$ cat src/rtl/div_pkg.sv
// Shared types and helpers for the iterative restoring divider.
// Holds the FSM state encoding, the legal steps-per-clock set and sign correction.
package div_pkg;

  typedef enum logic [1:0] {
    IDLE = 2'd0,
    RUN  = 2'd1,
    DONE = 2'd2
  } state_t;

  localparam int unsigned MAX_WIDTH = 64;
  localparam int unsigned STEPS_LEGAL [3] = '{1, 2, 4};

  function automatic logic steps_legal(input int unsigned s);
    logic ok;
    ok = 1'b0;
    for (int i = 0; i < 3; i++) begin
      if (STEPS_LEGAL[i] == s) ok = 1'b1;
    end
    return ok;
  endfunction

  // Operates at the widest supported width; callers truncate, which is exact mod 2^WIDTH.
  function automatic logic [MAX_WIDTH-1:0] cond_neg(input logic [MAX_WIDTH-1:0] v, input logic neg);
    return neg ? -v : v;
  endfunction

endpackage

$ cat src/rtl/seq_divider_if.sv
// Request/result bundle for the sequential divider: operands and start in, busy/done/results out.
interface seq_divider_if #(
  parameter int WIDTH = 32
);
  logic             start;
  logic             signed_mode;
  logic [WIDTH-1:0] a;
  logic [WIDTH-1:0] b;
  logic             busy;
  logic             done;
  logic [WIDTH-1:0] q;
  logic [WIDTH-1:0] r;
  logic             div_by_zero;

  modport master (
    output start, signed_mode, a, b,
    input  busy, done, q, r, div_by_zero
  );

  modport slave (
    input  start, signed_mode, a, b,
    output busy, done, q, r, div_by_zero
  );
endinterface

$ cat src/rtl/div_step.sv
// One combinational restoring-division step: shift in a dividend bit, subtract if it fits.
// Chained STEPS_PER_CYCLE deep inside seq_divider; no state, no handshake.
module div_step #(
  parameter int WIDTH = 32
) (
  input  logic [WIDTH:0]   rem_in,
  input  logic             bit_in,
  input  logic [WIDTH-1:0] divisor,
  output logic [WIDTH:0]   rem_out,
  output logic             q_bit
);
  logic [WIDTH:0] shifted;

  assign shifted = {rem_in[WIDTH-1:0], bit_in};
  // A set top bit means the shifted value cannot be below any WIDTH-bit divisor.
  assign q_bit   = rem_in[WIDTH] || (shifted >= {1'b0, divisor});
  assign rem_out = q_bit ? (shifted - {1'b0, divisor}) : shifted;
endmodule

$ cat src/rtl/seq_divider.sv
// Iterative signed/unsigned restoring divider; done follows the accepting edge by WIDTH/STEPS_PER_CYCLE clocks (1 for b==0).
// start is only honoured while busy is low; requests during an operation are dropped.
module seq_divider
  import div_pkg::*;
#(
  parameter int WIDTH           = 32,
  parameter int STEPS_PER_CYCLE = 1
) (
  input logic          clock,
  input logic          reset,
  seq_divider_if.slave bus
);
  localparam int N  = WIDTH / STEPS_PER_CYCLE;
  localparam int CW = $clog2(N + 1);
  localparam logic [CW-1:0] LAST = CW'(N - 1);

  if (!steps_legal(STEPS_PER_CYCLE) || (WIDTH % STEPS_PER_CYCLE) != 0 ||
      WIDTH < 4 || WIDTH > MAX_WIDTH) begin : g_bad_params
    $error("seq_divider: illegal WIDTH/STEPS_PER_CYCLE combination");
  end

  state_t           state, state_nxt;
  logic [CW-1:0]    cnt;
  logic [WIDTH-1:0] dq;      // dividend bits shift out the top, quotient bits shift in below
  logic [WIDTH:0]   rem;
  logic [WIDTH-1:0] dvs;
  logic [WIDTH-1:0] a_orig;
  logic             sign_q, sign_r, dbz_pend;
  logic [WIDTH-1:0] q_reg, r_reg;
  logic             dbz_reg;

  logic             accept, last, b_zero, neg_a, neg_b;
  logic [WIDTH-1:0] a_mag, b_mag;

  logic [WIDTH:0]         rem_c [STEPS_PER_CYCLE+1];
  logic [WIDTH-1:0]       dq_c  [STEPS_PER_CYCLE+1];
  logic [STEPS_PER_CYCLE-1:0] qb;

  assign accept = bus.start && (state != RUN);
  assign last   = (cnt == LAST);
  assign b_zero = (bus.b == '0);
  assign neg_a  = bus.signed_mode && bus.a[WIDTH-1];
  assign neg_b  = bus.signed_mode && bus.b[WIDTH-1];
  assign a_mag  = WIDTH'(cond_neg(MAX_WIDTH'(bus.a), neg_a));
  assign b_mag  = WIDTH'(cond_neg(MAX_WIDTH'(bus.b), neg_b));

  assign rem_c[0] = rem;
  assign dq_c[0]  = dq;

  for (genvar i = 0; i < STEPS_PER_CYCLE; i++) begin : g_step
    div_step #(.WIDTH(WIDTH)) u_step (
      .rem_in  (rem_c[i]),
      .bit_in  (dq_c[i][WIDTH-1]),
      .divisor (dvs),
      .rem_out (rem_c[i+1]),
      .q_bit   (qb[i])
    );
    assign dq_c[i+1] = {dq_c[i][WIDTH-2:0], qb[i]};
  end

  always_ff @(posedge clock) begin
    if (reset) state <= IDLE;
    else       state <= state_nxt;
  end

  always_comb begin
    state_nxt = state;
    case (state)
      IDLE, DONE: state_nxt = accept ? RUN : IDLE;
      RUN:        if (last || dbz_pend) state_nxt = DONE;
      default:    state_nxt = IDLE;
    endcase
  end

  always_ff @(posedge clock) begin
    if (reset) begin
      cnt      <= '0;
      dq       <= '0;
      rem      <= '0;
      dvs      <= '0;
      a_orig   <= '0;
      sign_q   <= 1'b0;
      sign_r   <= 1'b0;
      dbz_pend <= 1'b0;
      q_reg    <= '0;
      r_reg    <= '0;
      dbz_reg  <= 1'b0;
    end else if (accept) begin
      cnt      <= '0;
      dq       <= a_mag;
      rem      <= '0;
      dvs      <= b_mag;
      a_orig   <= bus.a;
      sign_q   <= bus.signed_mode && (bus.a[WIDTH-1] ^ bus.b[WIDTH-1]);
      sign_r   <= neg_a;
      dbz_pend <= b_zero;
      dbz_reg  <= 1'b0;
    end else if (state == RUN) begin
      cnt <= cnt + CW'(1);
      dq  <= dq_c[STEPS_PER_CYCLE];
      rem <= rem_c[STEPS_PER_CYCLE];
      if (dbz_pend) begin
        q_reg   <= '1;
        r_reg   <= a_orig;
        dbz_reg <= 1'b1;
      end else if (last) begin
        q_reg <= WIDTH'(cond_neg(MAX_WIDTH'(dq_c[STEPS_PER_CYCLE]), sign_q));
        r_reg <= WIDTH'(cond_neg(MAX_WIDTH'(rem_c[STEPS_PER_CYCLE][WIDTH-1:0]), sign_r));
      end
    end
  end

  assign bus.busy        = (state == RUN);
  assign bus.done        = (state == DONE);
  assign bus.q           = q_reg;
  assign bus.r           = r_reg;
  assign bus.div_by_zero = dbz_reg;
endmodule

$ cat src/flat_wrapper.sv
// flat-port wrapper written by rule: the top's interface ports become plain ports
module seq_divider_flat import div_pkg::*;
#(
  parameter int WIDTH           = 32,
  parameter int STEPS_PER_CYCLE = 1
)
  (clock, reset, bus_start, bus_signed_mode, bus_a, bus_b, bus_busy, bus_done, bus_q, bus_r, bus_div_by_zero);
  seq_divider_if #(.WIDTH(WIDTH)) bus_i ();
  input logic clock;
  input logic reset;
  input wire logic [$bits(bus_i.start)-1:0] bus_start;
  input wire logic [$bits(bus_i.signed_mode)-1:0] bus_signed_mode;
  input wire logic [$bits(bus_i.a)-1:0] bus_a;
  input wire logic [$bits(bus_i.b)-1:0] bus_b;
  output wire logic [$bits(bus_i.busy)-1:0] bus_busy;
  output wire logic [$bits(bus_i.done)-1:0] bus_done;
  output wire logic [$bits(bus_i.q)-1:0] bus_q;
  output wire logic [$bits(bus_i.r)-1:0] bus_r;
  output wire logic [$bits(bus_i.div_by_zero)-1:0] bus_div_by_zero;
  assign bus_i.start = bus_start;
  assign bus_i.signed_mode = bus_signed_mode;
  assign bus_i.a = bus_a;
  assign bus_i.b = bus_b;
  assign bus_busy = bus_i.busy;
  assign bus_done = bus_i.done;
  assign bus_q = bus_i.q;
  assign bus_r = bus_i.r;
  assign bus_div_by_zero = bus_i.div_by_zero;
  seq_divider #(.WIDTH(WIDTH), .STEPS_PER_CYCLE(STEPS_PER_CYCLE)) u_core (.clock(clock), .reset(reset), .bus(bus_i));
endmodule
$ cat config.mk
export PLATFORM = sky130hd
export DESIGN_NAME = seq_divider_flat
export DESIGN_NICKNAME = d
export VERILOG_FILES = /design/src/rtl/div_pkg.sv /design/src/rtl/seq_divider_if.sv /design/src/rtl/div_step.sv /design/src/rtl/seq_divider.sv /design/src/flat_wrapper.sv
export SDC_FILE = /design/constraint.sdc
export NUM_CORES = 1
export LEC_CHECK = 0
export ABC_CLOCK_PERIOD_IN_PS = 14370
export CORE_ASPECT_RATIO = 1.1
export CORE_UTILIZATION = 38
export DETAILED_ROUTE_END_ITERATION = 10
export DONT_BUFFER_PORTS = 1
export GPL_ROUTABILITY_DRIVEN = 0
export HOLD_SLACK_MARGIN = 0.08
export PLACE_DENSITY = 0.49
export SETUP_SLACK_MARGIN = 0.05
export SYNTH_ARGS = -nofsm -noshare
export SYNTH_HDL_FRONTEND = slang
export SYNTH_SLANG_ARGS = --single-unit
$ cat constraint.sdc
create_clock -name clock -period 14.37 [get_ports clock]
set_input_delay 2.874 -clock clock [delete_from_list [all_inputs] [get_ports clock]]
set_output_delay 2.874 -clock clock [all_outputs]
set_load 0.05 [all_outputs]
==> results_dict.tcl <==
set metrics [dict create \
    endpoint "u_core.bus.q[28]$_SDFFE_PP0P_" \
    grt_start_max_net_pins 136 \
    layout_setup_ws_ns 8.96 \
    cp-start-kind "flop" \
    crit_type "flop to flop" \
    grt_pass1_vias 11745 \
    numPortBuffers 0 \
    ys_seq_area_share_pct 31.5 \
    cts-htree-levels 1 \
    ctsResizeCount 0 \
    firstDrtPassIters 8 \
    drt-wirelength-per-cell_um 20.9 \
    cts_setup_buffers 0 \
    coreArea_um2 33500 \
    stdcell_count 2131 \
    power_density_nw_per_um2 131 \
    yosys.area.top_type "dfxtp_1" \
    synth_area_leaders "dfxtp_1 32%, a21oi_1 7.2%, nor2_1 6.7%" \
    synthDominantCellAreaShare_pct 31.5 \
    critPathArrivalTime_ns 5.81 \
    drv_slew 0 \
    clk_pin_slew_ns 0.06 \
    rsz0062_at_grt "no" \
    grt_use_total_pct 25.2 \
    cp_max_fo 54 \
    hold_ws_ns 0.450 \
    fin_crit_ns 5.41 \
    synthTopCellsByCount "232 x nor2_1, 205 x dfxtp_1, 195 x nand2_1" \
    setup_viol 0 \
    nNetsFinal 1788 \
    overflow 0 \
    post-route-period-util_pct 37.7 \
    place_worst_setup_slack_ns 8.62 \
    clock_skew_ns 0.0132 \
    yosysWarnings 0 \
    worstHoldPathType "flop to flop" \
    cts.sinks 205 \
    synthArstFlopShare_pct 0 \
    start_util_pct 38.9 \
    antenna_found_initial 0 \
    drt-total-wl_mm 44.5 \
    drc 0 \
    dp_hpwl_mm 32.3 \
    cap_violations 0 \
    ys_ff_latch 205 \
    end_kind "flop" \
    area_growth_pct 7.51 \
    diodes 0 \
    synth_cells 1756 \
    ios 135 \
    timing.rr.end "u_core.bus.q[28]$_SDFFE_PP0P_" \
    max_freq_ghz 0.185 \
    r2r_cells 16 \
    top_register "u_core.rem" \
    grt_pass1_wl_mm 68.5 \
    worstMarginPinSlew_ns 1.14 \
    max_slew_margin_pct 22.8 \
    clk_latency_ns 0.53 \
    status "complete, no violations" \
    r2r_slack_ns 8.96 \
    num_rows 70 \
    p_leak_nw 5.10 \
    initialDrtViolationCount 932 \
    final-hold-violation-count 0 \
    tritoncts "done" \
    largest_reg_flops 33 \
    synth_most_common_cell "nor2_1" \
    ctsLongestPathBuffers 3 \
    die_h_um 196 \
    cp.required_ns 14.77 \
    ys_types 72 \
    ctsHoldBuffers 0 \
    fin_setup_tns_ns 0 \
    vias_per_cell 5.76 \
    vias 12280 \
    antenna_left 0 \
    die_w_um 178 \
    dieArea_um2 35000 \
    synth_nets 1862 \
    synth_edf_count 0 \
    r2r_start "u_core.dvs[26]$_SDFFE_PP0P_" \
    startpoint "u_core.dvs[26]$_SDFFE_PP0P_" \
    synth_area_um2 13000 \
    drive_gt1_share_pct 3.88 \
    dpl.cell_count 2087 \
    ys.flop_type "dfxtp_1" \
    worstHoldPathCells 2 \
    numCtsBuffers 25 \
    avgSynthCellArea_um2 7.42 \
    vdd_drop_max_mv 0.0752 \
    root_buffer "clkbuf_16" \
]
## worst max-delay path, stage by stage, from the launching register on
cell,delay [ns]
dfxtp_1,0.33
inv_1,0.05
ha_1,0.34
a21oi_1,0.21
o21ai_0,0.10
a221oi_1,0.63
o311a_4,0.36
nand2_4,0.33
inv_4,0.58
ha_1,0.25
inv_1,0.11
or3_1,0.46
or4_1,0.52
or4_1,0.52
o21ai_0,0.22
xor2_1,0.17
a21oi_1,0.08
## cells in the final DEF (no fill, tap or decap), drive strengths merged, types with 37 or more instances in the layout
cell / Yosys / final
nor2: 232 / 232
nor3: 53 / 53
clkbuf: 90 / 39
a211oi: 87 / 87
o21ai: 117 / 117
dfxtp: 205 / 205
xor2: 60 / 60
nand2: 196 / 196
inv: 54 / 54
xnor2: 64 / 64
ha: 37 / 37
a21oi: 187 / 187
## report_power, final
| group | internal [mW] | switching, mW | leakage [nW] |
|---|---|---|---|
| combinational | 0.204 | 0.402 | 3.05 |
| clock | 0.350 | 0.254 | 0.376 |
| sequential | 0.597 | 0.0304 | 1.67 |
| total | 1.15 | 0.686 | 5.10 |
## kinds of logic (layout without fill, tap and decap cells)
logic type | after synthesis | count (layout) | share of synthesized area (%)
simple gates | 641 | 641 | 22.4
mux | 23 | 23 | 1.78
buf+inv | 168 | 111 | 4.99
xor+xnor | 124 | 124 | 8.34
fa+ha+maj | 38 | 38 | 3.71
compound gates | 557 | 557 | 27.3
flops | 205 | 205 | 31.5
## cell type report
cell class / count / area [um2]
Timing Repair Buffer: 12 / 90.1
Clock buffer: 39 / 738
Fill cell: 3553 / 19500
Inverter: 55 / 211
Sequential cell: 205 / 4110
Clock inverter: 5 / 27.5
Multi-Input combinational cell: 1383 / 8290
Tap cell: 432 / 541
## layer usage
| metal | track usage (%) | vias to the layer above | share of wire [%] |
|---|---|---|---|
| li1 | - | 6174 | - |
| met5 | 0 | - | 0 |
| met2 | 41.4 | 254 | 47 |
| met4 | 9.45 | 0 | 3.6 |
| met3 | 4.65 | 66 | 5.0 |
| met1 | 32.5 | 5786 | 45 |
## worst min-delay path by stage
| stage | end | startpoint |
|---|---|---|
| after CTS | u_core.a_orig[1]$_SDFFE_PP0P_ | u_core.a_orig[1]$_SDFFE_PP0P_ |
| after floorplan | u_core.a_orig[24]$_SDFFE_PP0P_ | u_core.a_orig[24]$_SDFFE_PP0P_ |
| final | u_core.a_orig[24]$_SDFFE_PP0P_ | u_core.a_orig[24]$_SDFFE_PP0P_ |
| after global routing | u_core.a_orig[4]$_SDFFE_PP0P_ | u_core.a_orig[4]$_SDFFE_PP0P_ |
| after detailed placement | u_core.a_orig[1]$_SDFFE_PP0P_ | u_core.a_orig[1]$_SDFFE_PP0P_ |
| after global placement | u_core.a_orig[24]$_SDFFE_PP0P_ | u_core.a_orig[24]$_SDFFE_PP0P_ |
## through the flow
stage / power [mW] / utilization [%] / area [um2]
global placement: 1.24 / 39.6 / 13200
detailed placement: 1.24 / 39.6 / 13200
floorplan: 1.08 / - / 13000
global route: 1.94 / 41.8 / 14000
finish: 1.84 / 41.8 / 14000
CTS: 1.85 / 41.8 / 14000
No activity file was read; power rests on OpenSTA's default activity.
